==> config.mk <==
export PLATFORM = sky130hd
export DESIGN_NAME = fp_iter_sched
export DESIGN_NICKNAME = d
export VERILOG_FILES = /design/src/rtl/fp_iter_sched.sv
export SDC_FILE = /design/constraint.sdc
export NUM_CORES = 1
export LEC_CHECK = 0
export BUFFER_PORTS_ARGS = -buffer_cell sky130_fd_sc_hd__buf_2
export CAP_MARGIN = 10
export CORE_ASPECT_RATIO = 0.7
export CORE_UTILIZATION = 31
export CTS_BUF_LIST = sky130_fd_sc_hd__clkbuf_4 sky130_fd_sc_hd__clkbuf_8
export DETAILED_ROUTE_END_ITERATION = 8
export SLEW_MARGIN = 0
export SYNTH_ARGS = -nofsm -noshare
export SYNTH_HDL_FRONTEND = slang
export SYNTH_SLANG_ARGS = --single-unit
==> constraint.sdc <==
create_clock -name clock -period 4.53 [get_ports clock]
set_clock_uncertainty 0.05 [all_clocks]
set_input_delay 0.453 -clock clock [delete_from_list [all_inputs] [get_ports clock]]
set_output_delay 0.453 -clock clock [all_outputs]
set_load 0.005 [all_outputs]
==> src/rtl/fp_iter_sched.sv <==
// -----------------------------------------------------------------------------
// fp_iter_sched
//
// Scheduler for the single shared iterative divide / square-root unit of the
// pipelined FPU. It accepts div.s / sqrt.s issues from ID, launches the
// iterative unit, counts its latency down, scoreboards the one pending
// destination register, and hands the result to the FPR write slot only in a
// cycle where the pipelined e3 path leaves that slot free.
//
// Ports
//   clock        in   1  rising-edge clock
//   reset        in   1  asynchronous reset, active-high
//   iss_valid    in   1  ID holds an FP instruction this cycle
//   iss_fc       in   3  FP function code (011 = div, 100 = sqrt, else pipelined)
//   iss_fs       in   5  source register fs
//   iss_ft       in   5  source register ft
//   iss_fd       in   5  destination register fd
//   iss_use_fs   in   1  instruction reads fs
//   iss_use_ft   in   1  instruction reads ft
//   pipe_stall   in   1  another stall source holds ID (blocks accept only)
//   slot_busy    in   1  e3 writes the FPR file next cycle
//   stall        out  1  hold ID because of this scheduler
//   start        out  1  one-cycle launch pulse to the iterative unit
//   op_sqrt      out  1  latched operation, 1 = sqrt
//   busy         out  1  iterative unit occupied (RUN or HOLD)
//   count        out  5  cycles remaining in RUN
//   done         out  1  iterative result is written this cycle
//   done_fd      out  5  destination register for done (0 when idle)
//   fwd_done     out  1  select the iterative result on the ID forwarding mux
//                        (only when FPSCHED_DONE_FWD_EN is defined)
//
// Configuration macro
//   FPSCHED_DONE_FWD_EN  when defined, a read-after-write hit against the
//                        pending register is resolved by forwarding in the
//                        done cycle instead of stalling; write-after-write
//                        hits still stall. When undefined, the fwd_done port
//                        does not exist and any hit stalls through done.
//
// Parameters
//   DIV_CYCLES   divide latency from start to done, 2..31
//   SQRT_CYCLES  square-root latency from start to done, 2..31
// -----------------------------------------------------------------------------
module fp_iter_sched #(
  parameter int unsigned DIV_CYCLES  = 16,
  parameter int unsigned SQRT_CYCLES = 15
) (
  input  logic       clock,
  input  logic       reset,
  input  logic       iss_valid,
  input  logic [2:0] iss_fc,
  input  logic [4:0] iss_fs,
  input  logic [4:0] iss_ft,
  input  logic [4:0] iss_fd,
  input  logic       iss_use_fs,
  input  logic       iss_use_ft,
  input  logic       pipe_stall,
  input  logic       slot_busy,
  output logic       stall,
  output logic       start,
  output logic       op_sqrt,
  output logic       busy,
  output logic [4:0] count,
  output logic       done,
  output logic [4:0] done_fd
`ifdef FPSCHED_DONE_FWD_EN
  ,
  output logic       fwd_done
`endif
);

  // ---------------------------------------------------------------------------
  // Constants
  // ---------------------------------------------------------------------------
  localparam logic [2:0] FC_DIV  = 3'b011;
  localparam logic [2:0] FC_SQRT = 3'b100;

  // The counter is loaded with LAT-1 on accept: the accept cycle itself is the
  // first latency cycle, so count reaches 0 exactly LAT cycles after start.
  localparam logic [4:0] DIV_LOAD  = 5'(DIV_CYCLES - 1);
  localparam logic [4:0] SQRT_LOAD = 5'(SQRT_CYCLES - 1);

  localparam logic [1:0] ST_IDLE = 2'd0;
  localparam logic [1:0] ST_RUN  = 2'd1;
  localparam logic [1:0] ST_HOLD = 2'd2;

  // ---------------------------------------------------------------------------
  // State
  // ---------------------------------------------------------------------------
  logic [1:0] state_q,   state_d;
  logic [4:0] count_q,   count_d;
  logic [4:0] pend_fd_q, pend_fd_d;
  logic       op_sqrt_q, op_sqrt_d;

  // ---------------------------------------------------------------------------
  // Issue decode and hazard detection
  // ---------------------------------------------------------------------------
  logic is_iter;
  logic fs_match;
  logic ft_match;
  logic fd_match;
  logic raw_match;
  logic waw_match;
  logic hit_stall;
  logic count_zero;
  logic slot_free;
  logic accept;

  assign is_iter = (iss_fc == FC_DIV) || (iss_fc == FC_SQRT);

  // Register 0 is an ordinary FPR, so no zero-register exemption here.
  assign fs_match = iss_use_fs && (iss_fs == pend_fd_q);
  assign ft_match = iss_use_ft && (iss_ft == pend_fd_q);
  assign fd_match = (iss_fd == pend_fd_q);

  // pend_fd_q keeps its last value after completion, so every match is
  // qualified by busy to avoid phantom hazards against a retired result.
  assign raw_match = busy && (fs_match || ft_match);
  assign waw_match = busy && fd_match;

  assign count_zero = (count_q == 5'd0);
  assign slot_free  = ~slot_busy;

  // The result leaves either at the end of RUN or from HOLD, and in both cases
  // only when e3 is not claiming the write port.
  assign done = (((state_q == ST_RUN) && count_zero) || (state_q == ST_HOLD))
                && slot_free;

`ifdef FPSCHED_DONE_FWD_EN
  // In the done cycle the result is on the forwarding path, so a reader can
  // proceed; a second writer to the same register must still wait so the
  // write order to the FPR file is preserved.
  assign hit_stall = waw_match || (raw_match && ~done);
  assign fwd_done  = iss_valid && done && raw_match;
`else
  assign hit_stall = raw_match || waw_match;
`endif

  // A second iterative op cannot use the unit while it is occupied, including
  // the done cycle itself; the earliest back-to-back start is the cycle after.
  assign stall = iss_valid && ((is_iter && busy) || hit_stall);

  // pipe_stall only blocks the launch; it never freezes an operation in flight.
  assign accept = iss_valid && is_iter && ~stall && ~pipe_stall
                  && (state_q == ST_IDLE);

  // start is combinational from the inputs, so it is masked while reset is
  // held to keep every output quiet during reset.
  assign start = accept && ~reset;

  // ---------------------------------------------------------------------------
  // Registered outputs
  // ---------------------------------------------------------------------------
  assign busy    = (state_q != ST_IDLE);
  assign count   = count_q;
  assign op_sqrt = op_sqrt_q;
  assign done_fd = busy ? pend_fd_q : 5'd0;

  // ---------------------------------------------------------------------------
  // Next-state logic
  // ---------------------------------------------------------------------------
  // NOTE: every signal written here gets a hold-value default first, so no path
  // through the case leaves one unassigned and no latch is inferred.
  always_comb begin
    state_d   = state_q;
    count_d   = count_q;
    pend_fd_d = pend_fd_q;
    op_sqrt_d = op_sqrt_q;

    case (state_q)
      ST_IDLE: begin
        if (accept) begin
          state_d   = ST_RUN;
          pend_fd_d = iss_fd;
          op_sqrt_d = (iss_fc == FC_SQRT);
          count_d   = (iss_fc == FC_SQRT) ? SQRT_LOAD : DIV_LOAD;
        end
      end

      ST_RUN: begin
        if (count_zero) begin
          // Result is ready; park in HOLD if e3 owns the write slot.
          state_d = slot_free ? ST_IDLE : ST_HOLD;
        end else begin
          count_d = count_q - 5'd1;
        end
      end

      ST_HOLD: begin
        // count stays at 0 here; wait as long as e3 keeps the slot.
        if (slot_free) begin
          state_d = ST_IDLE;
        end
      end

      default: begin
        state_d = ST_IDLE;
      end
    endcase
  end

  // ---------------------------------------------------------------------------
  // State registers
  // ---------------------------------------------------------------------------
  // NOTE: sequential state uses non-blocking assignments so every flop samples
  // the pre-edge values of the others regardless of statement order. Reset is
  // asynchronous: asserting it mid-operation abandons the result with no done.
  always_ff @(posedge clock or posedge reset) begin
    if (reset) begin
      state_q   <= ST_IDLE;
      count_q   <= 5'd0;
      pend_fd_q <= 5'd0;
      op_sqrt_q <= 1'b0;
    end else begin
      state_q   <= state_d;
      count_q   <= count_d;
      pend_fd_q <= pend_fd_d;
      op_sqrt_q <= op_sqrt_d;
    end
  end

endmodule
; ---- Word level (Yosys, flattened, before mapping)
; Index checks and enable logic that the tools add are counted.
[totals]
ff_bits = 13
word_cells = 55
in_bits = 25
output_inout_bits = 15
[op_classes]
reduce_logical = 25
mux = 10
n_addsub = 1
bitwise = 4
n_eq_ne = 11
[ops]
columns = op, count
row1 = $eq 5x5->1, 3
row2 = $mux 5, 3
row3 = $logic_and 1x1->1, 13
row4 = $pmux 5 s2, 1
row5 = $mux 2, 4
row6 = $ne 2x2->1 const B, 4
row7 = $pmux 2 s3, 1
row8 = $reduce_and 3->1, 2
row9 = $logic_not 5->1, 1
row10 = $logic_or 1x1->1, 5
row11 = $sub 5x1->5 const B, 1
row12 = $not 1->1, 4
row13 = $reduce_bool 2->1, 2
row14 = $eq 3x2->1 const B, 1
row15 = $eq 3x3->1 const B, 1
row16 = $eq 2x1->1 const B, 1
row17 = $eq 2x2->1 const B, 1
row18 = $logic_not 2->1, 1
row19 = $reduce_and 2->1, 1
row20 = $mux 1, 1

; ---- Depth between registers and ports, before layout
; Gate-level depths: netlist (run 1).
[logic_depth]
ltp_word = 13
mapped_depth = 6
mapped_depth_nobuf = 6

; ---- Worst setup path after synthesis (run 1)
; No wires, ideal clock.
[synth_timing]
path_type = register -> output
startpoint = reg count_q[0] (netlist: count[0])
endpoint = out done
setup_slack_ns = 2.619
arrival_time_ns = 1.408
n_path_buf = 0
required_ns = 4.027
path_stages_with_launch = 7
cell_sequence = dfrtp_1 inv_1 ha_1 or4b_4 nor3_1 a21oi_1 nor2_1
[synth_between]
elab_chain_len = 4
[synth_lines]
columns = item, line_no
row1 = "start, declared", 90  ; logic [4:0] count_q, count_d;
row2 = "start signal, assigned", 215  ; count_q <= count_d;
row3 = $logic_not 5->1, 120  ; assign count_zero = (count_q == 5'd0);
row4 = $logic_and 1x1->1, 125  ; assign done = (((state_q == ST_RUN) && count_zero) || (state_q == ST_HOLD))
row5 = $logic_or 1x1->1, 125
row6 = $logic_and 1x1->1, 126  ; && slot_free;
row7 = "end, declared", 63  ; output logic done,
; Every way passes these cells.

; ---- Worst setup path after layout (run 1)
; Same ends and word-level chain as after synthesis.

==> flow_metrics.tcl, run 1 <==
set metrics [dict create \
    run_status "finished clean" \
    synth.mux.area_fraction 0.1017 \
    final_antenna_net_count 0 \
    rows 15 \
    arrival_ns 1.87 \
    cts_hold_repair.buffers 0 \
    report.final.slew_viol_count 0 \
    seq_power_share 0.376 \
    cts_tree "built" \
    clock_root_buffer "sky130_fd_sc_hd__clkbuf_8" \
    syn_area_um2 873.3 \
    switching_share 0.3792 \
    power_density_nw_per_um2 538.1 \
    min_path_type "primary input to async pin" \
    routability_congestion 0.7970 \
    clkTransAtPathRegs_ns 0.06 \
    grt.total_usage 0.1333 \
    worst-slew-pin-transition_ns 0.6042 \
    cell_internal_pwr_mw 0.3820 \
    wire_per_inst_um 11.89 \
    fin_crit_ns 2.371 \
    vdd_ir_drop_max_mv 0.2449 \
    fmaxAchievable_mhz 421.8 \
    die_x_um 65.44 \
    layout.core_utilization 0.4448 \
    dr_total_vias 732 \
    critPathKind "flop to output pin" \
    synthesis.nets 112 \
    dieArea_um2 3037 \
    drt_iter0_markers 42 \
    tritoncts.num_buffers 3 \
    post_cts_resize_count 0 \
    r2r_startpoint "count[0]" \
    post_cts.repair.setup_buffers 0 \
    ioPinCount 40 \
    total_routed_wirelength_um 1914 \
    clockBufferDepth 2 \
    post-synth-top-area-fraction 0.3725 \
    critPathLaunchType "flop" \
    antenna_diode_count 0 \
    ys_seq_elements 13 \
    finalSetupViolations 0 \
    cts_num_sinks 13 \
    synthDistinctLibCells 29 \
    net_switching_power_mw 0.2334 \
    grt_pass1_wl_um 2953 \
    finish.cell_count_without_fillers 161 \
    synth_to_final_area_change_pct 30.95 \
    synth_compound_gate_area_share 0.04728 \
    drt_drc_violations_left 0 \
    synthDominantAreaCellType "sky130_fd_sc_hd__dfrtp_1" \
    synth-warning-count 0 \
    ctsHtreeMaxLevel 1 \
    start_util 0.3397 \
    synthTopCellsByArea "sky130_fd_sc_hd__dfrtp_1, sky130_fd_sc_hd__xnor2_1, sky130_fd_sc_hd__mux2_2, sky130_fd_sc_hd__xor2_1, sky130_fd_sc_hd__nor2b_1" \
    leakage_nw 0.5882 \
    power.share.clock 0.170 \
    syn-instance-count 85 \
    gr-total-overflow 0 \
    dominant_combinational_cell_family_by_area_after_synthesis "simple AND/OR/NAND/NOR gates" \
    fp.dieH_um 46.41 \
    path_max_fanout 5 \
    drive_above_1_share 0.4488 \
    antenna_found_initial 0 \
    max_cap_violations 0 \
    report.final.hold_viol_count 0 \
    timing.setup.tns_ns 0 \
    synthXorXnorAreaFrac 0.1805 \
    slew-limit-headroom 0.5972 \
    synthesis.area_per_instance_um2 10.27 \
    setup_repair_after_global_routing_missed_its_margin "no" \
    drt-vias-per-instance 4.547 \
    coreArea_um2 2571 \
    fin_crit_sh 0.5233 \
    finalPower_mw 0.6154 \
    worst_slack_ns 2.159 \
    crit_start "count[0]" \
    seq_area_frac_synth 0.3725 \
    critical_path_required_ns 4.03 \
    clkLatencyLatePin_ns 0.25 \
    pre_cts_ws_ns 2.434 \
    fin_nets 155 \
    portBuffers 39 \
    dpl.cell_count 157 \
    post_synthesis_share_of_cell_area_spent_on_and_or_nand_and_nor_gates 0.2278 \
    dp.final_hpwl_um 1556 \
    post_synth_fa_ha_maj_area_fraction 0.02865 \
    power.combinational.fraction 0.454 \
    grt_max_degree 14 \
    detailedRoute.firstPassIterationCount 4 \
    end_kind "output pin" \
    via_count_of_the_first_global_routing_pass 630 \
]
-- sequential cells by signal, summed over array words and instances, names as in the netlist --
| name | flops |
|---|---|
| pend_fd_q | 5 |
| state_q | 2 |
| count | 5 |
| op_sqrt | 1 |
-- cells in the final DEF, fill, tap and decap left out, drive strengths merged, types with 2 or more instances in the layout --
| cell type | Yosys | layout |
|---|---|---|
| ha | 2 | 2 |
| nor3 | 3 | 3 |
| nor2b | 6 | 6 |
| xnor2 | 10 | 10 |
| nand2 | 5 | 5 |
| and3 | 2 | 2 |
| inv | 6 | 6 |
| clkbuf | 1 | 3 |
| nand3 | 3 | 3 |
| nand4 | 2 | 2 |
| mux2 | 7 | 7 |
| buf | 0 | 39 |
| nor2 | 5 | 5 |
| dfrtp | 13 | 13 |
| xor2 | 8 | 8 |
-- power groups by stage --
stage          Sequential (mW)  Combinational (mW)  Clock (mW)
6_report                 0.231               0.279       0.104
5_1_grt                  0.240               0.314       0.112
4_1_cts                  0.232               0.284       0.105
3_5_place_dp             0.234               0.280           0
3_3_place_gp             0.233               0.275           0
2_1_floorplan            0.222               0.191           0
-- cell type report --
cell class | instances | area (µm²)
fillers | 262 | 1428
multi-input cells | 65 | 511.7
flip-flops and latches | 13 | 325.3
repair buffers | 39 | 195.2
well taps | 34 | 42.54
clock buffers | 3 | 41.29
inverters | 6 | 22.52
clock inverters | 1 | 5.005
-- cell usage after synthesis (all sizes together) --
master and count:
and2 1, or4b 1, o311a 1, and3b 1, dfrtp 13, o21ai 1, ha 2, nor3 3
o2111ai 1, and3 2, a31oi 1, xor2 8, clkbuf 1, mux2i 1, nor4 1, nor3b 1
and2b 1, inv 6, nor2 5, xnor2 10, nand4 2, nor2b 6, nand2 5, a21oi 1
mux2 7, nand3 3
-- cells by family (layout without fill, tap and decap cells) --
group | Yosys count | in the layout
buffers and inverters | 7 | 49
AO/OA/AOI/OAI | 5 | 5
AND/OR/NAND/NOR | 32 | 32
multiplexers | 8 | 8
adder cells (fa/ha/maj) | 2 | 2
flip-flops | 13 | 13
XOR/XNOR | 18 | 18
-- routing by layer --
| metal | global-route usage | vias up | routed length, µm | part of all wire |
|---|---|---|---|---|
| met2 | 0.1897 | 19 | 873 | 0.46 |
| li1 | - | 370 | - | - |
| met5 | 0 | - | 0 | 0 |
| met1 | 0.1896 | 343 | 914 | 0.48 |
| met3 | 0.05941 | 0 | 126 | 0.066 |
| met4 | 0.01304 | 0 | 0 | 0 |
-- through the flow --
step	hold slack [ns]	area, µm²
after floorplan	0.2800	873.3
after global placement	0.4460	1097
after detailed placement	0.4520	1097
after CTS	0.2138	1144
after global routing	0.2241	1144
final	0.1882	1144
-- critical path, cell delays in order, from the launching register on --
cell	delay, ns
sky130_fd_sc_hd__dfrtp_1	0.40
sky130_fd_sc_hd__inv_1	0.11
sky130_fd_sc_hd__ha_1	0.15
sky130_fd_sc_hd__or4b_4	0.50
sky130_fd_sc_hd__nor3_1	0.17
sky130_fd_sc_hd__a21oi_1	0.08
sky130_fd_sc_hd__nor2_1	0.09
sky130_fd_sc_hd__buf_2	0.11
-- worst paths after layout --
| check | slack [ns] | to | depth (start not counted) |
|---|---|---|---|
| worst min-delay path | 0.19 | pend_fd_q[1] | 2 |
| worst max register to register | 2.84 | count[2] | 6 |
| min in group clock | 0.41 | state_q[1] | 2 |
| worst max-delay path | 2.16 | done | 7 |
| max in group asynchronous | 3.89 | state_q[0] | 2 |
| worst min register to register | 0.47 | op_sqrt | 1 |
(Power assumes the default switching activity.)
==> run 2, diff against run 1 <==
clock period = 2.4 ns   (was 4.53 ns; I/O delays follow)
==> run 2 against run 1 <==
- the flow now finishes with violations (hold timing)
- register-to-register slack lost 2.2 ns
- utilization grew 0.097 points
- worst setup slack worse by 1.9 ns
- critical path type unchanged
- largest cell class unchanged
- critical endpoint unchanged
==> flow_metrics.tcl, run 2 (same netlist as run 1, synthesis figures left out) <==
set metrics [dict create \
    run_status "complete, but fails checks" \
    violations_in_the_final_reports "hold timing" \
    tritoncts.num_buffers 3 \
    ioPinCount 40 \
    detailedRoute.firstPassIterationCount 4 \
    clockBufferDepth 2 \
    worst_slack_ns 0.2892 \
    cts_tree "built" \
    drt_iter0_markers 34 \
    report.final.slew_viol_count 0 \
    slew-limit-headroom 0.5540 \
    dr_total_vias 728 \
    end_kind "output pin" \
    coreArea_um2 2571 \
    net_switching_power_mw 0.4286 \
    report.final.hold_viol_count 13 \
    dp.final_hpwl_um 1502 \
    wire_per_inst_um 11.55 \
    worst_hold_margin_ns -0.01700 \
    start_util 0.3397 \
    cts_hold_repair.buffers 0 \
    clkLatencyLatePin_ns 0.24 \
    worst_setup_path_endpoint "done" \
    min_path_type "primary input to async pin" \
    layout.cells.most_common_list "sky130_fd_sc_hd__buf_2, sky130_fd_sc_hd__dfrtp_1, sky130_fd_sc_hd__xnor2_1" \
    fp.dieH_um 46.41 \
    power_density_nw_per_um2 1014 \
    antenna_found_initial 0 \
    drt_drc_violations_left 0 \
    switching_share 0.3688 \
    seq_power_share 0.373 \
    grt_pass1_wl_um 2904 \
    r2r_startpoint "state_q[1]" \
    via_count_of_the_first_global_routing_pass 615 \
    grt.total_usage 0.1314 \
    vdd_ir_drop_max_mv 0.4082 \
    max_stage_delay_ns 0.50 \
    post_cts.repair.setup_buffers 0 \
    critPathLaunchType "flop" \
    r2r_setup_slack_ns 0.64 \
    crit_path_top_delay_cell "sky130_fd_sc_hd__or4b_4" \
    cp_cell_sequence "inv_1 -> ha_1 -> or4b_4 -> nor3_1 -> a21oi_1 -> nor2_1 -> buf_2" \
    clock_root_buffer "sky130_fd_sc_hd__clkbuf_8" \
    arrival_ns 1.82 \
    finalSetupViolations 0 \
    critPathTopFamily "simple AND/OR/NAND/NOR gates" \
    worst-slew-pin-transition_ns 0.6689 \
    drive_above_1_share 0.4488 \
    routability_congestion 0.8293 \
    power.share.clock 0.174 \
    crit_start "count[0]" \
    power.combinational.fraction 0.453 \
    timing.reg2reg.worst_path_depth 4 \
    post_cts_resize_count 0 \
    grt_max_degree 14 \
    fin_crit_ns 2.111 \
    final_common_cell "sky130_fd_sc_hd__buf_2" \
    pre_cts_ws_ns 0.5320 \
    portBuffers 39 \
    synth_to_final_area_change_pct 31.23 \
    gr-total-overflow 0 \
    path_max_fanout 5 \
    total_stage_count_of_the_critical_path 7 \
    max_cap_violations 0 \
    dieArea_um2 3037 \
    clkTransAtPathRegs_ns 0.05 \
    fin_nets 155 \
    antenna_diode_count 0 \
    leakage_nw 0.5889 \
    setup_repair_after_global_routing_missed_its_margin "no" \
    fmaxAchievable_mhz 473.8 \
    timing.setup.tns_ns 0 \
    final_antenna_net_count 0 \
    worst_flop_to_flop_path_endpoint "count[1]" \
    die_x_um 65.44 \
    ctsHtreeMaxLevel 1 \
    rows 15 \
    critical_path_required_ns 2.11 \
    cell_internal_pwr_mw 0.7336 \
    cp_buf_inv_count 2 \
    critPathKind "flop to output pin" \
    fin_crit_sh 0.8795 \
    drt-vias-per-instance 4.522 \
    cts_num_sinks 13 \
    total_routed_wirelength_um 1860 \
]
[run 2: layer usage]
metal | GRT usage | part of all wire | vias to the layer above
met5 | 0 | 0 | -
li1 | - | - | 371
met1 | 0.1904 | 0.50 | 338
met2 | 0.1814 | 0.45 | 19
met4 | 0.02609 | 0 | 0
met3 | 0.05198 | 0.049 | 0
[run 2: power groups by stage]
| stage | sequential [mW] | combinational [mW] | clock [mW] |
|---|---|---|---|
| global route | 0.453 | 0.589 | 0.223 |
| detailed placement | 0.439 | 0.527 | 0 |
| floorplan | 0.419 | 0.361 | 0 |
| finish | 0.434 | 0.526 | 0.202 |
| global placement | 0.437 | 0.519 | 0 |
| CTS | 0.436 | 0.533 | 0.212 |
[run 2: area by class of cell]
| cell class | instances | area, µm² |
|---|---|---|
| Clock buffer | 4 | 48.80 |
| Sequential cell | 13 | 325.3 |
| Multi-Input combinational cell | 65 | 511.7 |
| Tap cell | 34 | 42.54 |
| Inverter | 6 | 22.52 |
| Fill cell | 256 | 1425 |
| Timing Repair Buffer | 39 | 195.2 |
[run 2: worst min-delay path by stage]
| stage | cells after the start | to |
|---|---|---|
| 2_1_floorplan | 1 | count[0] |
| 3_3_place_gp | 2 | pend_fd_q[1] |
| 3_5_place_dp | 2 | pend_fd_q[2] |
| 4_1_cts | 2 | pend_fd_q[2] |
| 5_1_grt | 2 | pend_fd_q[1] |
| 6_report | 2 | pend_fd_q[2] |
[run 2: stage by stage]
step	util	hold slack [ns]	cells	total power [mW]	cell area, µm²
3_5_place_dp	0.4268	0.2649	157	0.9659	1097
5_1_grt	0.4457	0.02719	161	1.265	1146
3_3_place_gp	0.4268	0.2551	157	0.9565	1097
2_1_floorplan	-	0.06696	85	0.7801	873.3
4_1_cts	0.4457	0.003580	161	1.181	1146
6_report	0.4457	-0.01700	161	1.162	1146
==> run 3, diff against run 2 <==
BUFFER_PORTS_ARGS = -buffer_cell sky130_fd_sc_hd__clkbuf_2   (was -buffer_cell sky130_fd_sc_hd__buf_2)
CAP_MARGIN = 5   (was 10)
==> run 3 against run 2 <==
- the flow now finishes without violations
- routed wire length is essentially flat
- fmax fell by 0.10%
- clock power about the same
- sequential power about the same
- critical path depth stayed put
- hold slack better by 0.23 ns
- combinational power increased by 1%
- flip-flop and latch count stayed put
- utilization grew 0.39 points
- critical path type unchanged
- highest routed layer unchanged
==> flow_metrics.tcl, run 3 (same netlist as run 1, synthesis figures left out) <==
set metrics [dict create \
    total_routed_wirelength_um 1859 \
    fin_crit_sh 0.8804 \
    layout.cells.most_common_list "sky130_fd_sc_hd__clkbuf_2, sky130_fd_sc_hd__dfrtp_1, sky130_fd_sc_hd__xnor2_1" \
    critical_path_required_ns 2.11 \
    max_stage_delay_ns 0.49 \
    tritoncts.num_buffers 3 \
    fin_crit_ns 2.113 \
    power_density_nw_per_um2 1013 \
    cts_num_sinks 13 \
    grt.total_usage 0.1356 \
    postPlaceCellArea_um2 1097 \
    leakage_nw 0.5951 \
    worst_hold_margin_ns 0.2090 \
    cts_tree "built" \
    slew-limit-headroom 0.5664 \
    clock_root_buffer "sky130_fd_sc_hd__clkbuf_8" \
    drt-vias-per-instance 4.512 \
    grt_max_degree 14 \
    dp.final_hpwl_um 1535 \
    coreArea_um2 2571 \
    synth_to_final_area_change_pct 32.38 \
    dieArea_um2 3037 \
    end_kind "output pin" \
    detailedRoute.firstPassIterationCount 4 \
    drive_above_1_share 0.4453 \
    setup_repair_after_global_routing_missed_its_margin "no" \
    clkTransAtPathRegs_ns 0.05 \
    clockBufferDepth 2 \
    critPathTopFamily "simple AND/OR/NAND/NOR gates" \
    portBuffers 39 \
    min_path_type "primary input to flop" \
    rows 15 \
    grt_pass1_wl_um 2994 \
    fin_nets 156 \
    gr-total-overflow 0 \
    fmaxAchievable_mhz 473.3 \
    ioPinCount 40 \
    cp_cell_sequence "inv_1 -> ha_1 -> or4b_4 -> nor3_1 -> a21oi_1 -> nor2_1 -> clkbuf_2" \
    via_count_of_the_first_global_routing_pass 612 \
    cp_buf_inv_count 2 \
    crit_path_top_delay_cell "sky130_fd_sc_hd__or4b_4" \
    vdd_ir_drop_max_mv 0.5086 \
    arrival_ns 1.82 \
    finalSetupViolations 0 \
    path_max_fanout 5 \
    antenna_found_initial 0 \
    ctsHtreeMaxLevel 1 \
    drt_drc_violations_left 0 \
    wire_per_inst_um 11.48 \
    postLayoutCellArea_um2 1156 \
    drt_iter0_markers 66 \
    report.final.hold_viol_count 0 \
    worst-slew-pin-transition_ns 0.6503 \
    die_x_um 65.44 \
    final_common_cell "sky130_fd_sc_hd__clkbuf_2" \
    timing.setup.tns_ns 0 \
    antenna_diode_count 0 \
    fp.dieH_um 46.41 \
    critPathKind "flop to output pin" \
    routability_congestion 0.8468 \
    dr_total_vias 731 \
    run_status "finished clean" \
    clkLatencyLatePin_ns 0.24 \
    start_util 0.3397 \
    max_cap_violations 0 \
    critPathLaunchType "flop" \
    report.final.slew_viol_count 0 \
    final_antenna_net_count 0 \
]
==> run 3: cell count changes in the layout (fill, tap and decap cells not counted), sizes merged <==
| cell | change |
|---|---|
| dlygate4sd3 | +1 |
| clkbuf | +39 |
| buf | -39 |
==> run 3: path summary, 6_finish.rpt <==
kind,start,to,slack (ns),cells past startpoint
max,count[0],done,0.29,7
min,slot_busy,state_q[1],0.21,2
max reg2reg,state_q[1],count[1],0.66,4
min reg2reg,op_sqrt,op_sqrt,0.47,1
max in group asynchronous,reset,count[2],1.46,3
min in group asynchronous,reset,pend_fd_q[1],0.51,3
==> run 3: stage by stage <==
stage | power, mW | setup WS [ns] | instances | util
finish | 1.171 | 0.2871 | 162 | 0.4496
global route | 1.272 | 0.1893 | 162 | 0.4496
CTS | 1.183 | 0.2785 | 162 | 0.4496
detailed placement | 0.9721 | 0.5295 | 157 | 0.4268
global placement | 0.9593 | 0.5799 | 157 | 0.4268
floorplan | 0.7801 | 0.7024 | 85 | -
==> run 3: cell type report <==
class,count,area [µm²]
clock buffers,4,48.80
repair buffers,40,205.2
flip-flops and latches,13,325.3
multi-input cells,65,511.7
fillers,248,1415
well taps,34,42.54
inverters,6,22.52
==> run 3: metal layers <==
layer	wire (µm)	part of all wire	global-route usage	vias up
met5	0	0	0	-
li1	-	-	-	374
met2	824	0.44	0.1814	24
met1	928	0.50	0.2063	333
met4	0	0	0.01304	0
met3	106	0.057	0.05198	0
==> run 3: where the power goes <==
group / switching (mW) / internal [mW] / total [mW]
logic: 0.238 / 0.293 / 0.531
clock network: 0.0749 / 0.128 / 0.203
registers: 0.125 / 0.312 / 0.437
total: 0.438 / 0.734 / 1.17
==> run 3: worst reg2reg max path, cell delays in order, from the launching register on <==
cell                        delay, ns
sky130_fd_sc_hd__dfrtp_1         0.41
sky130_fd_sc_hd__nor2_2          0.31
sky130_fd_sc_hd__o2111ai_2       0.43
sky130_fd_sc_hd__and3_1          0.33
sky130_fd_sc_hd__a31oi_1         0.14
==> run 3: what timing repair did <==
item | CTS | global route
buffers inserted | 0 | 0
endpoints found under the hold margin | 13 | 0
hold buffers | 1 | 0
resized for setup | 0 | 0
